$ cat config.mk
export PLATFORM = sky130hd
export DESIGN_NAME = maxterm_scanner_flat
export DESIGN_NICKNAME = d
export VERILOG_FILES = /design/src/rtl/maxterm_scanner_if.sv /design/src/rtl/maxterm_scanner.sv /design/src/flat_wrapper.sv
export SDC_FILE = /design/constraint.sdc
export NUM_CORES = 1
export LEC_CHECK = 0
export ABC_AREA = 1
export BUFFER_PORTS_ARGS = -buffer_cell sky130_fd_sc_hd__buf_4
export CORE_MARGIN = 4
export CORE_UTILIZATION = 46
export CTS_CLUSTER_SIZE = 10
export DETAILED_ROUTE_END_ITERATION = 8
export PLACE_DENSITY_LB_ADDON = 0.05
export SYNTH_ARGS = -nofsm -noshare
export SYNTH_HDL_FRONTEND = slang
export SYNTH_SLANG_ARGS = --single-unit
$ cat constraint.sdc
create_clock -name clk -period 1.4 [get_ports clk]
set_clock_uncertainty 0.1 [all_clocks]
set_input_delay 0.28 -clock clk [delete_from_list [all_inputs] [get_ports clk]]
set_output_delay 0.28 -clock clk [all_outputs]
set_load 0.01 [all_outputs]
$ cat src/rtl/maxterm_scanner_if.sv
// Stream and control bundle between maxterm_scanner and its environment:
// start/expect request, the vector/function loop to the block under test,
// and the maxterm index valid/ready stream with scan results.
interface maxterm_scanner_if #(
    parameter int unsigned N_VARS = 4
);
    localparam int unsigned DEPTH = 2 ** N_VARS;

    logic              start;
    logic [DEPTH-1:0]  expect_mask;
    logic [N_VARS-1:0] vec_out;
    logic              f_in;
    logic              busy;
    logic              maxterm_valid;
    logic [N_VARS-1:0] maxterm_idx;
    logic              maxterm_ready;
    logic [DEPTH-1:0]  truth;
    logic [N_VARS:0]   mt_count;
    logic              done;
    logic              mismatch;

    // Environment side: issues scans, evaluates vectors, consumes indices.
    modport master (
        output start, expect_mask, f_in, maxterm_ready,
        input  vec_out, busy, maxterm_valid, maxterm_idx, truth, mt_count, done, mismatch
    );

    // Scanner side.
    modport slave (
        input  start, expect_mask, f_in, maxterm_ready,
        output vec_out, busy, maxterm_valid, maxterm_idx, truth, mt_count, done, mismatch
    );
endinterface

$ cat src/rtl/maxterm_scanner.sv
// Truth-table reader: sweeps all 2**N_VARS input vectors of a combinational
// block, records F per row, streams the maxterm indices (rows with F=0) in
// ascending order and compares the maxterm set against an expected mask.
module maxterm_scanner #(
    parameter int unsigned N_VARS = 4,
    parameter int unsigned SETTLE = 1
) (
    input  logic              clk,
    input  logic              rst_n,
    maxterm_scanner_if.slave  bus
);
    localparam int unsigned DEPTH = 2 ** N_VARS;

    typedef enum logic [2:0] {
        ST_IDLE,
        ST_SETTLE,
        ST_SAMPLE,
        ST_EMIT,
        ST_DONE
    } state_t;

    // The SAMPLE cycle counts toward the hold time, so the SETTLE state lasts
    // SETTLE cycles (skipped entirely when SETTLE=0) and each vector is held
    // SETTLE+1 cycles in total.
    localparam state_t     SCAN_ENTRY  = (SETTLE == 0) ? ST_SAMPLE : ST_SETTLE;
    localparam logic [3:0] SETTLE_LOAD = 4'(SETTLE - 1);

    state_t            state_q, state_d;
    logic [3:0]        cnt_q, cnt_d;
    logic [N_VARS-1:0] vec_q, vec_d;
    logic [DEPTH-1:0]  truth_q, truth_d;
    logic [N_VARS:0]   mtc_q, mtc_d;
    logic [N_VARS-1:0] ptr_q, ptr_d;
    logic [DEPTH-1:0]  exp_q, exp_d;
    logic              mism_q, mism_d;

    // State and datapath registers with synchronous active-low reset.
    always_ff @(posedge clk) begin
        if (!rst_n) begin
            state_q <= ST_IDLE;
            cnt_q   <= '0;
            vec_q   <= '0;
            truth_q <= '0;
            mtc_q   <= '0;
            ptr_q   <= '0;
            exp_q   <= '0;
            mism_q  <= 1'b0;
        end else begin
            state_q <= state_d;
            cnt_q   <= cnt_d;
            vec_q   <= vec_d;
            truth_q <= truth_d;
            mtc_q   <= mtc_d;
            ptr_q   <= ptr_d;
            exp_q   <= exp_d;
            mism_q  <= mism_d;
        end
    end

    // Next-state logic: scan sweep, maxterm emission and final comparison.
    always_comb begin
        state_d = state_q;
        cnt_d   = cnt_q;
        vec_d   = vec_q;
        truth_d = truth_q;
        mtc_d   = mtc_q;
        ptr_d   = ptr_q;
        exp_d   = exp_q;
        mism_d  = mism_q;

        case (state_q)
            ST_IDLE: begin
                if (bus.start) begin
                    exp_d   = bus.expect_mask;
                    vec_d   = '0;
                    truth_d = '0;
                    mtc_d   = '0;
                    mism_d  = 1'b0;
                    state_d = SCAN_ENTRY;
                    cnt_d   = SETTLE_LOAD;
                end
            end

            ST_SETTLE: begin
                if (cnt_q != '0) begin
                    cnt_d = cnt_q - 4'd1;
                end else begin
                    state_d = ST_SAMPLE;
                end
            end

            ST_SAMPLE: begin
                truth_d[vec_q] = bus.f_in;
                if (!bus.f_in) begin
                    mtc_d = mtc_q + (N_VARS + 1)'(1);
                end
                if (vec_q == '1) begin
                    state_d = ST_EMIT;
                    ptr_d   = '0;
                end else begin
                    vec_d   = vec_q + N_VARS'(1);
                    state_d = SCAN_ENTRY;
                    cnt_d   = SETTLE_LOAD;
                end
            end

            ST_EMIT: begin
                // A minterm row advances immediately; a maxterm row waits for ready.
                if (truth_q[ptr_q] || bus.maxterm_ready) begin
                    if (ptr_q == '1) begin
                        state_d = ST_DONE;
                        mism_d  = ((~truth_q) != exp_q);
                    end else begin
                        ptr_d = ptr_q + N_VARS'(1);
                    end
                end
            end

            ST_DONE: begin
                state_d = ST_IDLE;
            end

            default: begin
                state_d = ST_IDLE;
            end
        endcase
    end

    assign bus.vec_out       = vec_q;
    assign bus.busy          = (state_q != ST_IDLE) && (state_q != ST_DONE);
    assign bus.maxterm_valid = (state_q == ST_EMIT) && !truth_q[ptr_q];
    assign bus.maxterm_idx   = ptr_q;
    assign bus.truth         = truth_q;
    assign bus.mt_count      = mtc_q;
    assign bus.done          = (state_q == ST_DONE);
    assign bus.mismatch      = mism_q;

endmodule
$ cat src/flat_wrapper.sv
// flat-port wrapper written by rule: the top's interface ports become plain ports
module maxterm_scanner_flat 
#(
    parameter int unsigned N_VARS = 4,
    parameter int unsigned SETTLE = 1
)
  (clk, rst_n, bus_start, bus_expect_mask, bus_f_in, bus_maxterm_ready, bus_vec_out, bus_busy, bus_maxterm_valid, bus_maxterm_idx, bus_truth, bus_mt_count, bus_done, bus_mismatch);
  maxterm_scanner_if #(.N_VARS(N_VARS)) bus_i ();
  input  logic clk;
  input  logic rst_n;
  input wire logic [$bits(bus_i.start)-1:0] bus_start;
  input wire logic [$bits(bus_i.expect_mask)-1:0] bus_expect_mask;
  input wire logic [$bits(bus_i.f_in)-1:0] bus_f_in;
  input wire logic [$bits(bus_i.maxterm_ready)-1:0] bus_maxterm_ready;
  output wire logic [$bits(bus_i.vec_out)-1:0] bus_vec_out;
  output wire logic [$bits(bus_i.busy)-1:0] bus_busy;
  output wire logic [$bits(bus_i.maxterm_valid)-1:0] bus_maxterm_valid;
  output wire logic [$bits(bus_i.maxterm_idx)-1:0] bus_maxterm_idx;
  output wire logic [$bits(bus_i.truth)-1:0] bus_truth;
  output wire logic [$bits(bus_i.mt_count)-1:0] bus_mt_count;
  output wire logic [$bits(bus_i.done)-1:0] bus_done;
  output wire logic [$bits(bus_i.mismatch)-1:0] bus_mismatch;
  assign bus_i.start = bus_start;
  assign bus_i.expect_mask = bus_expect_mask;
  assign bus_i.f_in = bus_f_in;
  assign bus_i.maxterm_ready = bus_maxterm_ready;
  assign bus_vec_out = bus_i.vec_out;
  assign bus_busy = bus_i.busy;
  assign bus_maxterm_valid = bus_i.maxterm_valid;
  assign bus_maxterm_idx = bus_i.maxterm_idx;
  assign bus_truth = bus_i.truth;
  assign bus_mt_count = bus_i.mt_count;
  assign bus_done = bus_i.done;
  assign bus_mismatch = bus_i.mismatch;
  maxterm_scanner #(.N_VARS(N_VARS), .SETTLE(SETTLE)) u_core (.clk(clk), .rst_n(rst_n), .bus(bus_i));
endmodule
======== Word-level counts from Yosys, hierarchy flattened ========
Cells that the tools add are included.
Widths: inputs -> output; s select.
storage, ports and cells
  bits in read-only memories .............. 0
  memories ................................ 0
  latch bits .............................. 0
  word-level logic and storage cells ...... 83
  register bits after elaboration ......... 53
  RAM bits ................................ 0
  output and inout port bits .............. 33
  input bits .............................. 21
cells by class
  multipliers ............................. 0
  shift operators ......................... 0
  equal/unequal tests ..................... 17
  magnitude comparators ................... 3
  multiplexer cells ....................... 30
  add/sub/neg operators ................... 4
  divide/modulo/power cells ............... 0
  bitwise logic cells ..................... 1
  reduce and logical (&&, ||, !) cells .... 20
operator list
  operator             number
  $pmux 16 s2          1
  $mux 4               7
  $bwmux 16            1
  $mux 16              1
  $ne 16x16->1         1
  $not 16->16          1
  $pmux 4 s2           2
  $reduce_and 4->1     4
  $mux 3               4
  $pmux 3 s4           1
  $pmux 4 s3           1
  $lt 4x5->1 const B   2
  $mux 5               2
  $ne 2x2->1 const B   5
  $pmux 5 s2           1
  $add 4x1->4 const B  2
  $eq 4x4->1 const B   2
  $ne 2x1->1 const B   4
  $eq 3x2->1 const B   2
  $reduce_and 3->1     2
  $reduce_bool 2->1    3
  $reduce_bool 3->1    2
  $add 5x1->5 const B  1
  $mux 1               5
  other kinds (15)     18

======== Depth between registers and ports, before layout ========
Gate-level depths: netlist of the first run.
  depth after elaboration ................. 6
  depth in mapped cells ................... 11
  depth with buffers taken out ............ 11

======== Worst setup path before layout of the first run ========
Ideal clock, no wire load.
  path type ............................... reg2reg
  start ................................... register u_core.vec_q[0] (netlist: u_core.bus.vec_out[0])
  end ..................................... register u_core.cnt_q[3]
  path buffers ............................ 0
  arrival time ............................ 1.386 ns
  setup time .............................. 0.115 ns
  clock period less this slack ............ 1.602 ns
  stages on the path, launching flop included .. 10
  slack ................................... -0.202 ns
  data required time ...................... 1.185 ns
  cell sequence ........................... dfxtp_1 > ha_1 > inv_1 > nor2_1 > nand2_2 > nand2_2 > a21oi_4 > nand4_1 > xor2_1 > nor2_1
on the way
  longest elaborated chain between the ends .. 3
ends and longest elaborated chain
  element                     line                   text
  start: declaration          maxterm_scanner.sv:30  logic [N_VARS-1:0] vec_q, vec_d;
  start signal: assignment    maxterm_scanner.sv:51  vec_q <= vec_d;
  $eq 4x4->1                  maxterm_scanner.sv:97  if (vec_q == '1) begin
  $ne 2x2->1 (no line)        n/a
  $reduce_and 4->1 (no line)  n/a
  end signal: assignment      maxterm_scanner.sv:50  cnt_q <= cnt_d;
  end: declaration            maxterm_scanner.sv:29  logic [3:0] cnt_q, cnt_d;
Every way passes these cells.
A chain may end at the register's enable or synchronous reset.

======== Worst setup path after layout of the first run ========
  start ................................... register u_core.ptr_q[0] (netlist: u_core.bus.maxterm_idx[0])
  end ..................................... output bus_maxterm_valid
on the way
  longest elaborated chain between the ends .. 4
ends and longest elaborated chain
  element                       line                    text
  start: declaration            maxterm_scanner.sv:33   logic [N_VARS-1:0] ptr_q, ptr_d;
  start signal: assignment      maxterm_scanner.sv:54   ptr_q <= ptr_d;
  $bmux 1 s4                    maxterm_scanner.sv:131  assign bus.maxterm_valid = (state_q == ST_EMIT) && !truth_q[ptr_q];
  $mux 1 (implied by the code)  maxterm_scanner.sv:131
  $logic_not 1->1               maxterm_scanner.sv:131
  $logic_and 1x1->1             maxterm_scanner.sv:131
  end: declaration              flat_wrapper.sv:17      output wire logic [$bits(bus_i.maxterm_valid)-1:0] bus_maxterm_valid;
Every way passes these cells. The select of a mux whose other input is x is not followed.

==> run metrics, run 1 <==
min Tclk post-route 1.89 ns; H-tree levels 2; critical path arrival 1.51 ns; Final WS setup -0.493 ns; Vias/cell 5.43; Yosys top cell by area dfxtp_1; IR drop worst, VDD 1.23 mV; commonest non-fill, non-tap cell in the layout buf_4; Hold Slack ~0.11 ns; leakage 2.09 nW; Max Slew Vio Count 0; CP Data Required Time 1.02 ns; Finished Core Util around four fifths; area of the core 5680 µm²; post-synth top area share roughly two fifths; Setup crit start kind flip-flop; vias in the first global route 3043; gpl congestion slightly below 0.9; top cells by area, synth dfxtp_1, nand2_1, nor2_1; clk buf depth 2; period utilisation layout 135%; DRC violations left 0; Setup crit end kind primary output; initial antenna violation count 0; Warnings, synthesis 0; I/O pins 54; Die Area roughly 7300 µm²; most frequent cells in the layout buf_4, nand2_1, dfxtp_1, nor2_1, inv_1; hold_buf cts 0; hold crit path type input port to flip-flop; Via Count 3325; DRT Wirelength 10.1 mm; clock tree from TritonCTS built; wire per inst about 17 µm; initial DRC count 223; sequential-to-total area share from yosys stat 38.4%; PortBufs 53; total CTS buffers 5; drt first pass iters 4; setup_tns -4.90 ns; antenna viol nets, final 0; failing checks negative setup slack; n_diodes 0; RSZ-0062 raised after global routing true; Slew headroom 73.0%; die height roughly 85 µm; synthesized area per cell 6.77 µm²; pwr dens 1370 nW/µm²; Clock Sinks 53; outcome finished, violations left; CP Max Fanout 8; FF+latch count, synth 53; site row count 27; Cell variety after synth 32; Mapped Area approximately 2800 µm²; Clock Latency Late Sink 0.31 ns; syn nets 437; Slew @ Worst Pin between 0.4 and 0.5 ns; Syn Inst Count 408; max_cap viols 0; Critical Setup Path Class flip-flop to primary output; nets 569; starting density of the core 48.6%; synthesis-to-layout area growth 66.4%; Die Wd 85.5 µm; ratio of cells with drive above 1 in the final layout 47.0%; global-route wire length before repair 14.0 mm; Total GRT Usage 23.7%; number of setup violations in the final report 29; Worst-path clk slew 0.10 ns; FF-to-FF setup slack -0.37 ns; Post-DP HPWL about 6.0 mm; CTS Root Cell clkbuf_8; Fillers a little under 400; largest net degree at the start of global routing 17; Max Fclk 528 MHz; gr ovfl total 0; Fin. Hold Viols 0
-- worst max-delay path, stage by stage (launching register included) --
cell and delay, ns:
dfxtp_4 0.38, buf_6 0.14, nand2_1 0.07, nand2_1 0.07, a21oi_2 0.12, nor2_2 0.06, nand2_2 0.07, nand2_2 0.06
nor2_2 0.10, buf_4 0.12
-- cells in the mapped netlist --
cell type	instances
buf_2	1
nand4_2	1
clkinv_1	1
nor3b_1	3
o211ai_1	1
or2_2	1
nand4_1	3
o21ai_0	26
clkbuf_1	6
buf_4	1
nand3b_1	1
nand3_2	2
nor3_1	18
xor2_1	5
nand2_2	3
a22oi_1	1
nor3_4	1
inv_2	5
xnor2_1	3
a21oi_1	33
o21ai_1	4
nand2_4	1
o31ai_1	5
and3_1	1
nor2_1	48
inv_1	47
nand2_1	102
dfxtp_1	53
a32oi_1	2
nand3_1	20
ha_1	8
a21oi_4	1
-- registers in the layout, indices dropped and copies added, names as in the netlist --
name                    count
u_core.exp_q               16
u_core.cnt_q                4
u_core.bus.maxterm_idx      4
u_core.bus.mt_count         5
u_core.state_q              3
u_core.bus.vec_out          4
u_core.bus.mismatch         1
u_core.bus.truth           16
-- metal layers --
| metal | track usage [%] | routed length [µm] | vias up |
|---|---|---|---|
| li1 | - | - | 1588 |
| met1 | 28.9 | 4000 | 1557 |
| met2 | 41.7 | 5110 | 133 |
| met3 | 3.98 | 539 | 47 |
| met4 | 8.20 | 454 | 0 |
| met5 | 0 | 0 | - |
-- kinds of logic after synthesis --
kind of cell,after synthesis,synth area share [%]
AO/OA/AOI/OAI,73,14.6
XOR/XNOR,8,2.54
adder cells (fa/ha/maj),8,3.63
buffers and inverters,61,8.48
flip-flops,53,38.4
AND/OR/NAND/NOR,205,32.4
-- per-stage QoR --
| step | setup slack, ns | cells | area (µm²) | power [mW] |
|---|---|---|---|---|
| floorplan | -0.0811 | 408 | 2850 | 3.24 |
| global route | -0.619 | 612 | 4590 | 6.62 |
| global placement | -0.172 | 584 | 3740 | 4.04 |
| detailed placement | -0.190 | 584 | 3740 | 4.09 |
| finish | -0.493 | 612 | 4590 | 6.30 |
| CTS | -0.459 | 601 | 4120 | 5.57 |
-- area by class of cell --
type,instances,area (µm²),share of cell area (%)
clock buffer,6,93.8,2.04
clock inverter,1,5.00,0.109
inverter,53,216,4.71
multi-input combinational,295,1940,42.3
sequential,53,1100,24.0
tap,72,90.1,1.96
timing repair buffer,132,1140,24.9
-- where the power goes --
part	internal (mW)	leakage [nW]	total [mW]	switching, mW
Clock	0.450	0.0522	0.975	0.526
Combinational	1.52	1.60	3.39	1.87
Sequential	1.75	0.442	1.94	0.186
Total	3.72	2.09	6.30	2.58
-- final timing paths --
check / start / endpoint / depth (start not counted)
worst max-delay path: u_core.bus.maxterm_idx[0] / bus_maxterm_valid / 9
worst min register to register: u_core.bus.mt_count[4] / u_core.bus.mt_count[4] / 2
worst min-delay path: bus_expect_mask[14] / u_core.exp_q[14] / 3
worst max register to register: u_core.bus.maxterm_idx[0] / u_core.state_q[1] / 10
-- repair_timing --
| action | 4_1_cts | 5_1_grt |
|---|---|---|
| resized for setup | 52 | 99 |
| endpoints found under the hold margin | 0 | 0 |
| pin swaps | 13 | 25 |
| setup buffers | 9 | 10 |
| endpoints found under the setup margin | 35 | 43 |
| gates cloned | 1 | 3 |
(Power assumes the default switching activity.)
==> inputs of run 2 (changes only) <==
--- a/config.mk
+++ b/config.mk
@@ -5,13 +5,14 @@
 export SDC_FILE = /design/constraint.sdc
 export NUM_CORES = 1
 export LEC_CHECK = 0
-export ABC_AREA = 1
+export ABC_AREA = 0
 export BUFFER_PORTS_ARGS = -buffer_cell sky130_fd_sc_hd__buf_4
 export CORE_MARGIN = 4
 export CORE_UTILIZATION = 46
 export CTS_CLUSTER_SIZE = 10
 export DETAILED_ROUTE_END_ITERATION = 8
 export PLACE_DENSITY_LB_ADDON = 0.05
+export REMOVE_ABC_BUFFERS = 1
 export SYNTH_ARGS = -nofsm -noshare
 export SYNTH_HDL_FRONTEND = slang
 export SYNTH_SLANG_ARGS = --single-unit
==> run metrics, run 2 <==
I/O pins between 50 and 60; min Tclk post-route 2.10 ns; Max Fclk 475 MHz; Critical Setup Path Class flip-flop to primary output; Clock power frac 17.1%; CTS Root Cell clkbuf_8; CP Data Required Time 1.02 ns; largest net degree at the start of global routing 27; Clock Sinks 53; Fillers around 440; buffer and inverter count on the worst path 1; Clock Latency Late Sink 0.30 ns; hold_buf cts 0; synthesized area per cell 8.61 µm²; Seq pwr share 35.3%; asr flop ratio synth 0%; critical path's slowest cell mux4_2; number of synthesized flops with an enable pin 0; DRC violations left 0; clk buf depth 2; Die Area approximately 7600 µm²; Syn Inst Count 336; Net Sw Frac between 30% and 40%; RSZ-0062 raised after global routing true; Slew headroom 78.6%; Die Wd 87.3 µm; die height a little under 90 µm; Max Slew Vio Count 0; nets around 490; internal power 3.40 mW; n_diodes 0; CP delay by family, top multiplexers; IR drop worst, VDD 0.942 mV; top cells by count, synth nand2_1, dfxtp_1, a21boi_0; period utilisation layout 150%; placed insts around 500; multi-input logic area slightly below 2000 µm²; Finished Core Util 73.1%; area of the core 6030 µm²; Yosys top cell by area dfxtp_1; Worst-path clk slew 0.10 ns; clock tree from TritonCTS built; dpl ws -0.659 ns; drt first pass iters 4; Vias/cell approximately 5.3; Slew @ Worst Pin 0.318 ns; total CTS buffers 5; max_cap viols 0; Mapped Area 2890 µm²; sequential-to-total area share from yosys stat 36.7%; post-synth top area share 36.7%; site row count 28; FF+latch count, synth between 50 and 60; top_reg_cell synth dfxtp_1; pwr dens 1160 nW/µm²; initial antenna violation count 0; synthesis-to-layout area growth 52.2%; Cell Chain, Critical Path mux4_2, a22oi_2, o21ai_1, nor2_1, buf_4; switching pwr 1.69 mW; global-route wire length before repair 13.8 mm; PortBufs between 50 and 60; most common cell in the synthesized netlist nand2_1; Final WS setup -0.704 ns; Setup crit end kind primary output; leakage 1.81 nW; hold crit path type input port to flip-flop; top cells by area, synth dfxtp_1, a21boi_0, nand2_1; gpl congestion between 0.8 and 0.9; Cell variety after synth 56; gr ovfl total 0; Total GRT Usage 22.9%; wire per inst between 15 and 20 µm; CP Max Fanout 5; Setup crit start kind flip-flop; vias in the first global route 2849; Hold Slack 0.116 ns; critical path arrival 1.72 ns; DRT Wirelength 8.38 mm; antenna viol nets, final 0; Via Count 2841; number of setup violations in the final report 57; Fin. Hold Viols 0; commonest non-fill, non-tap cell in the layout buf_4; area occupied by registers around 1100 µm²; Critical Path Max Stage Delay 0.52 ns; initial DRC count between 100 and 150; starting density of the core 48.0%; Post-DP HPWL 5.83 mm; ratio of cells with drive above 1 in the final layout 45.6%; failing checks negative setup slack; setup_tns -14.65 ns; Comb pwr share 47.6%; most frequent cells in the layout buf_4, dfxtp_1, nand2_1, a21boi_1, nand3_1; H-tree levels 2; Post-Layout Cell Count 533; outcome finished, violations left; Warnings, synthesis 0
run 2: cell count changes in the layout (fill, tap and decap cells not counted), sizes merged, moves of 26 or more:
| cell | before | now |
|---|---|---|
| a21oi | 34 | 6 |
| nor2 | 48 | 18 |
| nand2 | 106 | 61 |
| a21boi | 0 | 32 |
| o21ai | 30 | 4 |
| inv | 52 | 7 |
run 2: through the flow:
stage | cell area (µm²) | total power, mW
floorplan | 2790 | 2.65
detailed placement | 3790 | 3.36
global placement | 3790 | 3.35
global route | 4400 | 5.39
finish | 4400 | 5.09
CTS | 4320 | 4.99
run 2: layout make-up:
cell class	count	share of cell area (%)
clock buffers	7	1.96
inverters	7	0.597
multi-input cells	255	43.7
flip-flops and latches	53	24.6
well taps	75	2.13
repair buffers	136	27.1
run 2: metal layers:
metal  vias up  share of wire (%)  track usage, %
li1       1414                  -               -
met5         -                  0               0
met3         6                5.2            3.41
met4         0                1.1            6.28
met1      1351                 45            29.8
met2        70                 49            39.3
run 2: power groups by stage:
stage / clock [mW] / combinational [mW] / sequential [mW]
6_report: 0.872 / 2.42 / 1.80
5_1_grt: 0.945 / 2.63 / 1.82
4_1_cts: 0.888 / 2.31 / 1.79
3_5_place_dp: 0 / 1.56 / 1.80
3_3_place_gp: 0 / 1.55 / 1.80
2_1_floorplan: 0 / 0.830 / 1.82
run 2: worst reg2reg max path, delay by kind of cell (launching register included):
kind | cells | cell delay (ns)
buf+inv | 1 | 0.15
mux | 1 | 0.52
compound gates | 3 | 0.51
flops | 1 | 0.40
simple gates | 1 | 0.18
run 2: cell families (layout without fill, tap and decap cells):
kind of cell | after synthesis | count (layout) | share of synthesized area, %
AO/OA/AOI/OAI | 68 | 68 | 18.0
flip-flops | 53 | 53 | 36.7
XOR/XNOR | 24 | 24 | 7.27
buffers and inverters | 28 | 150 | 4.63
adder cells (fa/ha/maj) | 8 | 8 | 3.46
multiplexers | 9 | 9 | 5.49
AND/OR/NAND/NOR | 146 | 146 | 24.5
run 2: what timing repair did:
item,4_1_cts,5_1_grt
resized for setup,108,25
pin swaps,44,28
endpoints found under the setup margin,57,59
cloned,4,0
setup buffers,12,4
run 2: final timing paths:
check                             from             endpoint  slack, ns  cells past startpoint
max          u_core.bus.maxterm_idx[0]    bus_maxterm_valid      -0.70                      5
min                 bus_expect_mask[0]      u_core.exp_q[0]       0.12                      3
max reg2reg  u_core.bus.maxterm_idx[0]    u_core.state_q[1]      -0.56                      6
min reg2reg        u_core.bus.mismatch  u_core.bus.mismatch       0.37                      2
